==> config.mk <==
export PLATFORM = sky130hd
export DESIGN_NAME = pll_spi_master
export DESIGN_NICKNAME = d
export VERILOG_FILES = /design/src/rtl/pll_spi_pkg.sv /design/src/rtl/pll_spi_master_shifter.sv /design/src/rtl/pll_spi_master.sv
export SDC_FILE = /design/constraint.sdc
export NUM_CORES = 1
export LEC_CHECK = 0
export BUFFER_PORTS_ARGS = -buffer_cell sky130_fd_sc_hd__buf_2
export CORE_MARGIN = 2
export CORE_UTILIZATION = 35
export CTS_CLUSTER_DIAMETER = 100
export DETAILED_ROUTE_END_ITERATION = 10
export PLACE_DENSITY = 0.56
export SETUP_SLACK_MARGIN = 0.02
export SYNTH_ARGS = -nofsm -noshare
export SYNTH_HDL_FRONTEND = slang
export SYNTH_SLANG_ARGS = --single-unit
==> constraint.sdc <==
create_clock -name clk -period 2.92 [get_ports clk]
set_clock_uncertainty 0.2 [all_clocks]
set_input_delay 0.292 -clock clk [delete_from_list [all_inputs] [get_ports clk]]
set_output_delay 0.292 -clock clk [all_outputs]
set_load 0.02 [all_outputs]
==> src/rtl/pll_spi_pkg.sv <==
// Shared encodings for the PLL SPI master: controller/shifter states, command bytes, frame assembly.
package pll_spi_pkg;

  typedef enum logic [3:0] {
    ST_IDLE,
    ST_ADDR_FRAME,
    ST_GAP,
    ST_DATA_FRAME,
    ST_FINISH,
    ST_RECOVER,
    ST_VERIFY_GAP,
    ST_VERIFY_ADDR,
    ST_VERIFY_GAP2,
    ST_VERIFY_READ
  } state_e;

  typedef enum logic [1:0] {
    OP_NONE,
    OP_WRITE,
    OP_READ
  } op_e;

  typedef enum logic [1:0] {
    SH_IDLE,
    SH_LOW,
    SH_HIGH,
    SH_TAIL
  } sh_state_e;

  localparam logic [7:0] CMD_ADDR  = 8'h00;
  localparam logic [7:0] CMD_WRITE = 8'h40;
  localparam logic [7:0] CMD_READ  = 8'h80;

  function automatic logic [15:0] frame_word(input logic [7:0] cmd, input logic [7:0] payload);
    return {cmd, payload};
  endfunction

endpackage

==> src/rtl/pll_spi_master_shifter.sv <==
// One 16-bit SPI mode-0 frame: cs_n low for 33 half-periods, MSB first, MISO sampled as SCLK rises.
// rx_o keeps the last eight received bits, i.e. the data byte of the frame.
module pll_spi_shifter
  import pll_spi_pkg::*;
#(
  parameter int unsigned SCLK_HALF = 8
) (
  input  logic        clk,
  input  logic        reset,
  input  logic        start_i,
  input  logic        abort_i,
  input  logic [15:0] word_i,
  input  logic        miso_i,
  output logic        done_o,
  output logic [7:0]  rx_o,
  output logic        sclk_o,
  output logic        cs_n_o,
  output logic        mosi_o
);

  localparam int unsigned HW        = $clog2(SCLK_HALF);
  localparam int unsigned HALF_M1   = SCLK_HALF - 1;
  localparam logic [HW-1:0] HALF_LOAD = HALF_M1[HW-1:0];

  sh_state_e     state_q, state_d;
  logic [HW-1:0] half_q, half_d;
  logic [3:0]    bit_q, bit_d;
  logic [15:0]   tx_q, tx_d;
  logic [7:0]    rx_q, rx_d;
  logic          sclk_q, sclk_d;
  logic          cs_n_q, cs_n_d;
  logic          mosi_q, mosi_d;

  always_ff @(posedge clk) begin
    if (reset) begin
      state_q <= SH_IDLE;
      half_q  <= '0;
      bit_q   <= '0;
      tx_q    <= '0;
      rx_q    <= '0;
      sclk_q  <= 1'b0;
      cs_n_q  <= 1'b1;
      mosi_q  <= 1'b0;
    end else begin
      state_q <= state_d;
      half_q  <= half_d;
      bit_q   <= bit_d;
      tx_q    <= tx_d;
      rx_q    <= rx_d;
      sclk_q  <= sclk_d;
      cs_n_q  <= cs_n_d;
      mosi_q  <= mosi_d;
    end
  end

  always_comb begin
    state_d = state_q;
    half_d  = half_q;
    bit_d   = bit_q;
    tx_d    = tx_q;
    rx_d    = rx_q;
    sclk_d  = sclk_q;
    cs_n_d  = cs_n_q;
    mosi_d  = mosi_q;
    done_o  = 1'b0;
    case (state_q)
      SH_IDLE: begin
        if (start_i) begin
          state_d = SH_LOW;
          cs_n_d  = 1'b0;
          mosi_d  = word_i[15];
          tx_d    = {word_i[14:0], 1'b0};
          bit_d   = 4'd15;
          half_d  = HALF_LOAD;
        end
      end
      SH_LOW: begin
        if (half_q == '0) begin
          state_d = SH_HIGH;
          sclk_d  = 1'b1;
          rx_d    = {rx_q[6:0], miso_i};
          half_d  = HALF_LOAD;
        end else begin
          half_d = half_q - 1'b1;
        end
      end
      SH_HIGH: begin
        if (half_q == '0) begin
          sclk_d = 1'b0;
          half_d = HALF_LOAD;
          if (bit_q == 4'd0) begin
            state_d = SH_TAIL;
            mosi_d  = 1'b0;
          end else begin
            state_d = SH_LOW;
            mosi_d  = tx_q[15];
            tx_d    = {tx_q[14:0], 1'b0};
            bit_d   = bit_q - 4'd1;
          end
        end else begin
          half_d = half_q - 1'b1;
        end
      end
      SH_TAIL: begin
        if (half_q == '0) begin
          state_d = SH_IDLE;
          cs_n_d  = 1'b1;
          done_o  = 1'b1;
        end else begin
          half_d = half_q - 1'b1;
        end
      end
      default: state_d = SH_IDLE;
    endcase
    // Abort drops the bus to idle on the very next edge without finishing the bit.
    if (abort_i) begin
      state_d = SH_IDLE;
      cs_n_d  = 1'b1;
      sclk_d  = 1'b0;
      mosi_d  = 1'b0;
      done_o  = 1'b0;
    end
  end

  assign rx_o   = rx_q;
  assign sclk_o = sclk_q;
  assign cs_n_o = cs_n_q;
  assign mosi_o = mosi_q;

endmodule

==> src/rtl/pll_spi_master.sv <==
// PLL register SPI master: set-address frame then write/read data frame per if_* command.
// Optional write readback check enabled by defining PLL_SPI_WRITE_VERIFY_EN (adds if_verify_err).
//  state          | meaning
//  ST_IDLE        | waiting for if_reset=0, latches command
//  ST_ADDR_FRAME  | address frame on the bus
//  ST_GAP         | cs_n high between frames
//  ST_DATA_FRAME  | write-data or read-data frame
//  ST_FINISH      | if_done held until if_reset=1
//  ST_RECOVER     | cs_n high after abort
//  ST_VERIFY_*    | readback gap/addr/gap/read after a write
module pll_spi_master
  import pll_spi_pkg::*;
#(
  parameter int unsigned SCLK_HALF = 8,
  parameter int unsigned CS_IDLE   = 16
) (
  input  logic       clk,
  input  logic       reset,
  input  logic       if_reset,
  input  logic       if_read,
  input  logic       if_write,
  input  logic [7:0] if_addr,
  input  logic [7:0] if_wdata,
  output logic [7:0] if_rdata,
  output logic       if_done,
  output logic       spi_sclk,
  output logic       spi_cs_n,
  output logic       spi_mosi,
  input  logic       spi_miso
`ifdef PLL_SPI_WRITE_VERIFY_EN
  ,
  output logic       if_verify_err
`endif
);

  localparam int unsigned GW       = $clog2(CS_IDLE);
  localparam int unsigned GAP_M2   = CS_IDLE - 2;
  localparam int unsigned REC_M1   = CS_IDLE - 1;
  // The frame launch cycle also holds cs_n high, so the gap counter runs one short.
  localparam logic [GW-1:0] GAP_LOAD = GAP_M2[GW-1:0];
  localparam logic [GW-1:0] REC_LOAD = REC_M1[GW-1:0];

  state_e        state_q, state_d;
  op_e           op_q, op_d;
  logic [7:0]    addr_q, addr_d;
  logic [7:0]    wdata_q, wdata_d;
  logic [7:0]    rdata_q, rdata_d;
  logic [GW-1:0] gap_q, gap_d;
  logic          launched_q, launched_d;
`ifdef PLL_SPI_WRITE_VERIFY_EN
  logic          verr_q, verr_d;
`endif

  logic        shf_start, shf_abort, shf_done;
  logic [15:0] shf_word;
  logic [7:0]  shf_rx;

  pll_spi_shifter #(.SCLK_HALF(SCLK_HALF)) u_shifter (
    .clk     (clk),
    .reset   (reset),
    .start_i (shf_start),
    .abort_i (shf_abort),
    .word_i  (shf_word),
    .miso_i  (spi_miso),
    .done_o  (shf_done),
    .rx_o    (shf_rx),
    .sclk_o  (spi_sclk),
    .cs_n_o  (spi_cs_n),
    .mosi_o  (spi_mosi)
  );

  always_ff @(posedge clk) begin
    if (reset) begin
      state_q    <= ST_IDLE;
      op_q       <= OP_NONE;
      addr_q     <= '0;
      wdata_q    <= '0;
      rdata_q    <= '0;
      gap_q      <= '0;
      launched_q <= 1'b0;
`ifdef PLL_SPI_WRITE_VERIFY_EN
      verr_q     <= 1'b0;
`endif
    end else begin
      state_q    <= state_d;
      op_q       <= op_d;
      addr_q     <= addr_d;
      wdata_q    <= wdata_d;
      rdata_q    <= rdata_d;
      gap_q      <= gap_d;
      launched_q <= launched_d;
`ifdef PLL_SPI_WRITE_VERIFY_EN
      verr_q     <= verr_d;
`endif
    end
  end

  always_comb begin
    state_d    = state_q;
    op_d       = op_q;
    addr_d     = addr_q;
    wdata_d    = wdata_q;
    rdata_d    = rdata_q;
    gap_d      = gap_q;
    launched_d = launched_q;
`ifdef PLL_SPI_WRITE_VERIFY_EN
    verr_d     = verr_q;
`endif
    shf_start  = 1'b0;
    shf_abort  = 1'b0;
    shf_word   = frame_word(CMD_ADDR, addr_q);
    case (state_q)
      ST_IDLE: begin
        if (!if_reset) begin
          addr_d     = if_addr;
          wdata_d    = if_wdata;
          op_d       = if_read ? OP_READ : (if_write ? OP_WRITE : OP_NONE);
          launched_d = 1'b0;
          state_d    = ST_ADDR_FRAME;
`ifdef PLL_SPI_WRITE_VERIFY_EN
          verr_d     = 1'b0;
`endif
        end
      end
      ST_ADDR_FRAME: begin
        if (!launched_q) begin
          shf_start  = 1'b1;
          launched_d = 1'b1;
        end else if (shf_done) begin
          launched_d = 1'b0;
          if (op_q == OP_NONE) begin
            state_d = ST_FINISH;
          end else begin
            state_d = ST_GAP;
            gap_d   = GAP_LOAD;
          end
        end
      end
      ST_GAP: begin
        if (gap_q == '0) state_d = ST_DATA_FRAME;
        else             gap_d   = gap_q - 1'b1;
      end
      ST_DATA_FRAME: begin
        shf_word = (op_q == OP_WRITE) ? frame_word(CMD_WRITE, wdata_q) : frame_word(CMD_READ, 8'h00);
        if (!launched_q) begin
          shf_start  = 1'b1;
          launched_d = 1'b1;
        end else if (shf_done) begin
          launched_d = 1'b0;
`ifdef PLL_SPI_WRITE_VERIFY_EN
          if (op_q == OP_WRITE) begin
            state_d = ST_VERIFY_GAP;
            gap_d   = GAP_LOAD;
          end else
`endif
          begin
            state_d = ST_FINISH;
            if (op_q == OP_READ) rdata_d = shf_rx;
          end
        end
      end
`ifdef PLL_SPI_WRITE_VERIFY_EN
      ST_VERIFY_GAP: begin
        if (gap_q == '0) state_d = ST_VERIFY_ADDR;
        else             gap_d   = gap_q - 1'b1;
      end
      ST_VERIFY_ADDR: begin
        if (!launched_q) begin
          shf_start  = 1'b1;
          launched_d = 1'b1;
        end else if (shf_done) begin
          launched_d = 1'b0;
          state_d    = ST_VERIFY_GAP2;
          gap_d      = GAP_LOAD;
        end
      end
      ST_VERIFY_GAP2: begin
        if (gap_q == '0) state_d = ST_VERIFY_READ;
        else             gap_d   = gap_q - 1'b1;
      end
      ST_VERIFY_READ: begin
        shf_word = frame_word(CMD_READ, 8'h00);
        if (!launched_q) begin
          shf_start  = 1'b1;
          launched_d = 1'b1;
        end else if (shf_done) begin
          launched_d = 1'b0;
          state_d    = ST_FINISH;
          rdata_d    = shf_rx;
          if (shf_rx != wdata_q) verr_d = 1'b1;
        end
      end
`endif
      ST_FINISH: begin
        if (if_reset) state_d = ST_IDLE;
      end
      ST_RECOVER: begin
        if (gap_q == '0) state_d = ST_IDLE;
        else             gap_d   = gap_q - 1'b1;
      end
      default: state_d = ST_IDLE;
    endcase
    // Command withdrawn mid-transaction: drop the bus, no done, no rdata update.
    if (if_reset && !(state_q inside {ST_IDLE, ST_FINISH, ST_RECOVER})) begin
      shf_start  = 1'b0;
      shf_abort  = 1'b1;
      state_d    = ST_RECOVER;
      gap_d      = REC_LOAD;
      launched_d = 1'b0;
      rdata_d    = rdata_q;
    end
  end

  assign if_rdata = rdata_q;
  assign if_done  = (state_q == ST_FINISH);
`ifdef PLL_SPI_WRITE_VERIFY_EN
  assign if_verify_err = verr_q;
`endif

endmodule

==> results.rst <==
.. list-table::
   :header-rows: 1

   * - Metric
     - Value
   * - CTS root buf
     - clkbuf_8
   * - Area overhead of the layout relative to synthesis
     - 20.3%
   * - Initial antenna violation count
     - 0
   * - Clock slew seen by the registers of the worst setup and hold paths
     - about 0.080 ns
   * - Number of input and output port buffers inserted
     - 33
   * - Most used cells in the layout excluding fill and tap cells
     - nand2_1, dfxtp_1, nor2_1
   * - Number of cells after detailed placement
     - around 510
   * - Horizontal die dimension
     - between 90 and 100 um
   * - Number of gates resized after cts
     - 0
   * - Cell area after synthesis
     - between 0.003 and 0.004 mm^2
   * - Filler cells
     - 855
   * - Post-synthesis share of cell area spent on xor and xnor gates
     - 0.279%
   * - Initial cell density of the core
     - a little over a third
   * - Length of the first detailed-routing pass in iterations
     - 4
   * - Per-cell via count in the routed design
     - around 5
   * - Synthesized Nets
     - 415
   * - Share of the synthesized area in compound gates (AO/OA/AOI/OAI)
     - 19.8%
   * - Number of warnings reported in the yosys synthesis log
     - 0
   * - Pin count of the biggest net entering global routing
     - 33
   * - Die Height
     - about 99 um
   * - Standby leakage power
     - about 1.5 nW
   * - Multi-input combinational cell area
     - approximately 0.0016 mm^2
   * - Die area
     - between 0.009 and 0.01 mm^2
   * - Detailed Route Iter0 Violations
     - ~100
   * - Antenna-violating nets left
     - 0
   * - Relative max-transition margin
     - 56.4%
   * - Maximum fanout encountered on the critical timing path
     - 5
   * - Post-synthesis cell type count
     - 51
   * - Hold slack
     - 0.0223 ns
   * - Register bit total from synthesis
     - 69
   * - Peak supply drop
     - slightly above 0.3 mV
   * - Fraction of final layout cells with drive strength greater than 1
     - between 10% and 20%
   * - Portion of netlist area occupied by mux cells
     - around 2.9%
   * - Clk_lat worst skew
     - approximately 0.34 ns
   * - Setup repair after global routing missed its margin
     - no
   * - Post-synthesis cell count
     - ~380
   * - Diode count
     - 0
   * - Sequential fraction of the synthesis area
     - 44.1%
   * - Startpoint kind of the worst setup timing path
     - flop
   * - Final Routed Wirelength
     - approximately 7000 um
   * - Final Setup Violations
     - 0
   * - Count of standard-cell rows
     - 34
   * - Reg area
     - 0.00138 mm^2
   * - CTS tree
     - done
   * - Wire length of the first global-routing pass
     - around 12000 um
   * - Number of top-level pins
     - 34
   * - Number of global-route vias before repair
     - 2590
   * - Crit path time final
     - 2.33 ns
   * - Number of buffers inserted during clock tree synthesis
     - 9
   * - GPL Wtd Cong
     - about 0.8
   * - WL per Instance
     - 13.0 um
   * - Final Instance Count excl. Fillers
     - roughly 540
   * - Layout Nets
     - 463
   * - Setup bufs post-CTS
     - 0
   * - Total number of H-tree levels
     - 3
   * - Required time at the worst-slack endpoint
     - 2.97 ns
   * - Hold Vio Cnt, Final
     - 0
   * - Max-slew violation total from the final report
     - 0
   * - Cell breakdown of the critical path
     - inv_1, ha_1, ha_1, nand3_1, or4_1, o21a_1, a311oi_1
   * - Top achievable clock speed
     - approximately 430 MHz
   * - TritonCTS sink count
     - ~70
   * - Capturing element type of the critical path
     - flop
   * - Path class of the lowest-slack min-delay path
     - in2reg
   * - Setup TNS
     - 0 ns
   * - Half-perimeter wire length after detailed placement
     - ~4700 um
   * - CP max stage cell
     - or4_1
   * - Status
     - finished clean
   * - Power density over the cells
     - 799 mW/mm^2
   * - Fraction of the mapped netlist area in simple logic gates
     - between 20% and 30%
   * - Number of maximum-capacitance violations
     - 0
   * - Number of buffers between clock root and the deepest sink
     - 2
   * - Overflow left after global routing
     - 0
   * - Core area
     - about 0.0087 mm^2
   * - Adder-cell share of the synthesized area
     - under 10%
   * - Peak per-stage delay on the critical path
     - 0.53 ns
   * - Total global routing track utilization
     - 15.3%
   * - Number of hold buffers added after CTS
     - 18
   * - Total via count after detailed routing
     - about 2700
   * - Slew at the pin with the worst max-slew slack
     - about 0.65 ns
   * - Synthesized area per cell
     - between 8 and 9 um^2
   * - Dominant combinational cell family by area after synthesis
     - simple AND/OR/NAND/NOR gates
   * - Worst endpoint data arrival time
     - around 2.4 ns
   * - Share of the clock period used by the worst path after layout
     - around four fifths
   * - Category of the critical setup timing path
     - reg2reg
   * - Crit-path most repeated cell
     - ha_1
   * - Most common cell after layout, fill and taps aside
     - nand2_1
   * - DRC errors left
     - 0
## logic make-up (layout without fill, tap and decap cells)
group	count (synthesis)	count (layout)
flops	69	69
compound gates	95	95
buf+inv	37	89
mux	9	9
fa+ha+maj	9	9
simple gates	164	164
xor+xnor	1	1
## through the flow
| stage | util (%) | total power [mW] | cell area, um^2 | worst slack [ns] |
|---|---|---|---|---|
| 3_5_place_dp | 39.0 | 2.25 | 3400 | 0.610 |
| 3_3_place_gp | 39.0 | 2.24 | 3400 | 0.617 |
| 5_1_grt | 43.3 | 3.24 | 3770 | 0.438 |
| 4_1_cts | 43.3 | 3.04 | 3770 | 0.576 |
| 6_report | 43.3 | 3.01 | 3770 | 0.589 |
| 2_1_floorplan | - | 2.01 | 3140 | 0.799 |
## per-layer routing
layer / up-vias / share of wire [%] / track usage [%]
met2: 39 / 44 / 23.5
met3: 8 / 2.3 / 2.62
li1: 1444 / - / -
met5: - / 0 / 0
met1: 1240 / 52 / 21.2
met4: 0 / 1.2 / 6.22
## layout make-up
| class | count | share of cell area [%] |
|---|---|---|
| tap | 108 | 3.58 |
| multi-input combinational | 278 | 42.6 |
| timing repair buffer | 59 | 10.7 |
| clock inverter | 6 | 1.72 |
| sequential | 69 | 36.6 |
| clock buffer | 9 | 3.28 |
| inverter | 15 | 1.49 |
## path summary, 6_finish.rpt
path / startpoint / cells after the start / slack (ns) / to
worst max register to register: u_shifter.half_q[0] / 7 / 0.59 / gap_q[1]
worst min register to register: addr_q[5] / 2 / 0.26 / addr_q[5]
worst min-delay path: if_write / 3 / 0.02 / op_q[0]
worst max-delay path: u_shifter.half_q[0] / 7 / 0.59 / gap_q[1]
## state kept, by name, summed over array words and instances (netlist names), 2 cells and up
register           flops
addr_q                 8
gap_q                  4
if_rdata               8
op_q                   2
state_q                3
u_shifter.bit_q        4
u_shifter.half_q       3
u_shifter.rx_o         8
u_shifter.state_q      2
u_shifter.tx_q        15
wdata_q                8
## cell usage after synthesis (all sizes together)
| cell type | n | share of area (%) |
|---|---|---|
| or3b | 1 | 0.28 |
| a311oi | 4 | 1.1 |
| nand4b | 1 | 0.28 |
| inv | 15 | 1.8 |
| a211oi | 14 | 3.4 |
| nor4 | 2 | 0.60 |
| o2111ai | 1 | 0.28 |
| o311ai | 3 | 0.84 |
| a31oi | 1 | 0.20 |
| and2 | 3 | 0.68 |
| o221a | 1 | 0.36 |
| xor2 | 1 | 0.28 |
| or3 | 1 | 0.20 |
| nand3 | 14 | 2.2 |
| a21boi | 1 | 0.24 |
| nor3b | 4 | 1.3 |
| or4b | 1 | 0.44 |
| a21oi | 42 | 6.8 |
| o21ai | 8 | 1.3 |
| nor2b | 3 | 0.60 |
| ha | 9 | 3.6 |
| o21bai | 1 | 0.24 |
| o21a | 2 | 0.52 |
| o32a | 1 | 0.32 |
| or2 | 1 | 0.20 |
| a22oi | 7 | 1.7 |
| nand2 | 71 | 8.6 |
| nand3b | 4 | 0.96 |
| dfxtp | 69 | 44 |
| buf | 9 | 1.4 |
| nor2 | 42 | 5.0 |
| a221oi | 6 | 1.9 |
| clkbuf | 13 | 1.6 |
| nor3 | 10 | 2.0 |
| mux2i | 9 | 2.9 |
| nand2b | 4 | 0.80 |
| a21o | 1 | 0.24 |
| o211ai | 2 | 0.48 |
| and3b | 1 | 0.28 |
| or4 | 1 | 0.24 |
## power breakdown
group | leakage, nW | switching, mW | internal, mW | total, mW
Sequential | 0.563 | 0.120 | 1.11 | 1.23
Combinational | 0.820 | 0.623 | 0.399 | 1.02
Clock | 0.0950 | 0.375 | 0.390 | 0.765
Total | 1.48 | 1.12 | 1.90 | 3.01
## worst max-delay path: cells and delay by family, from the launching register on
family | cells | cell delay, ns
AO/OA/AOI/OAI | 2 | 0.51
adder cells (fa/ha/maj) | 2 | 0.42
buffers and inverters | 1 | 0.06
flip-flops | 1 | 0.33
AND/OR/NAND/NOR | 2 | 0.73
(Power assumes the default switching activity.)
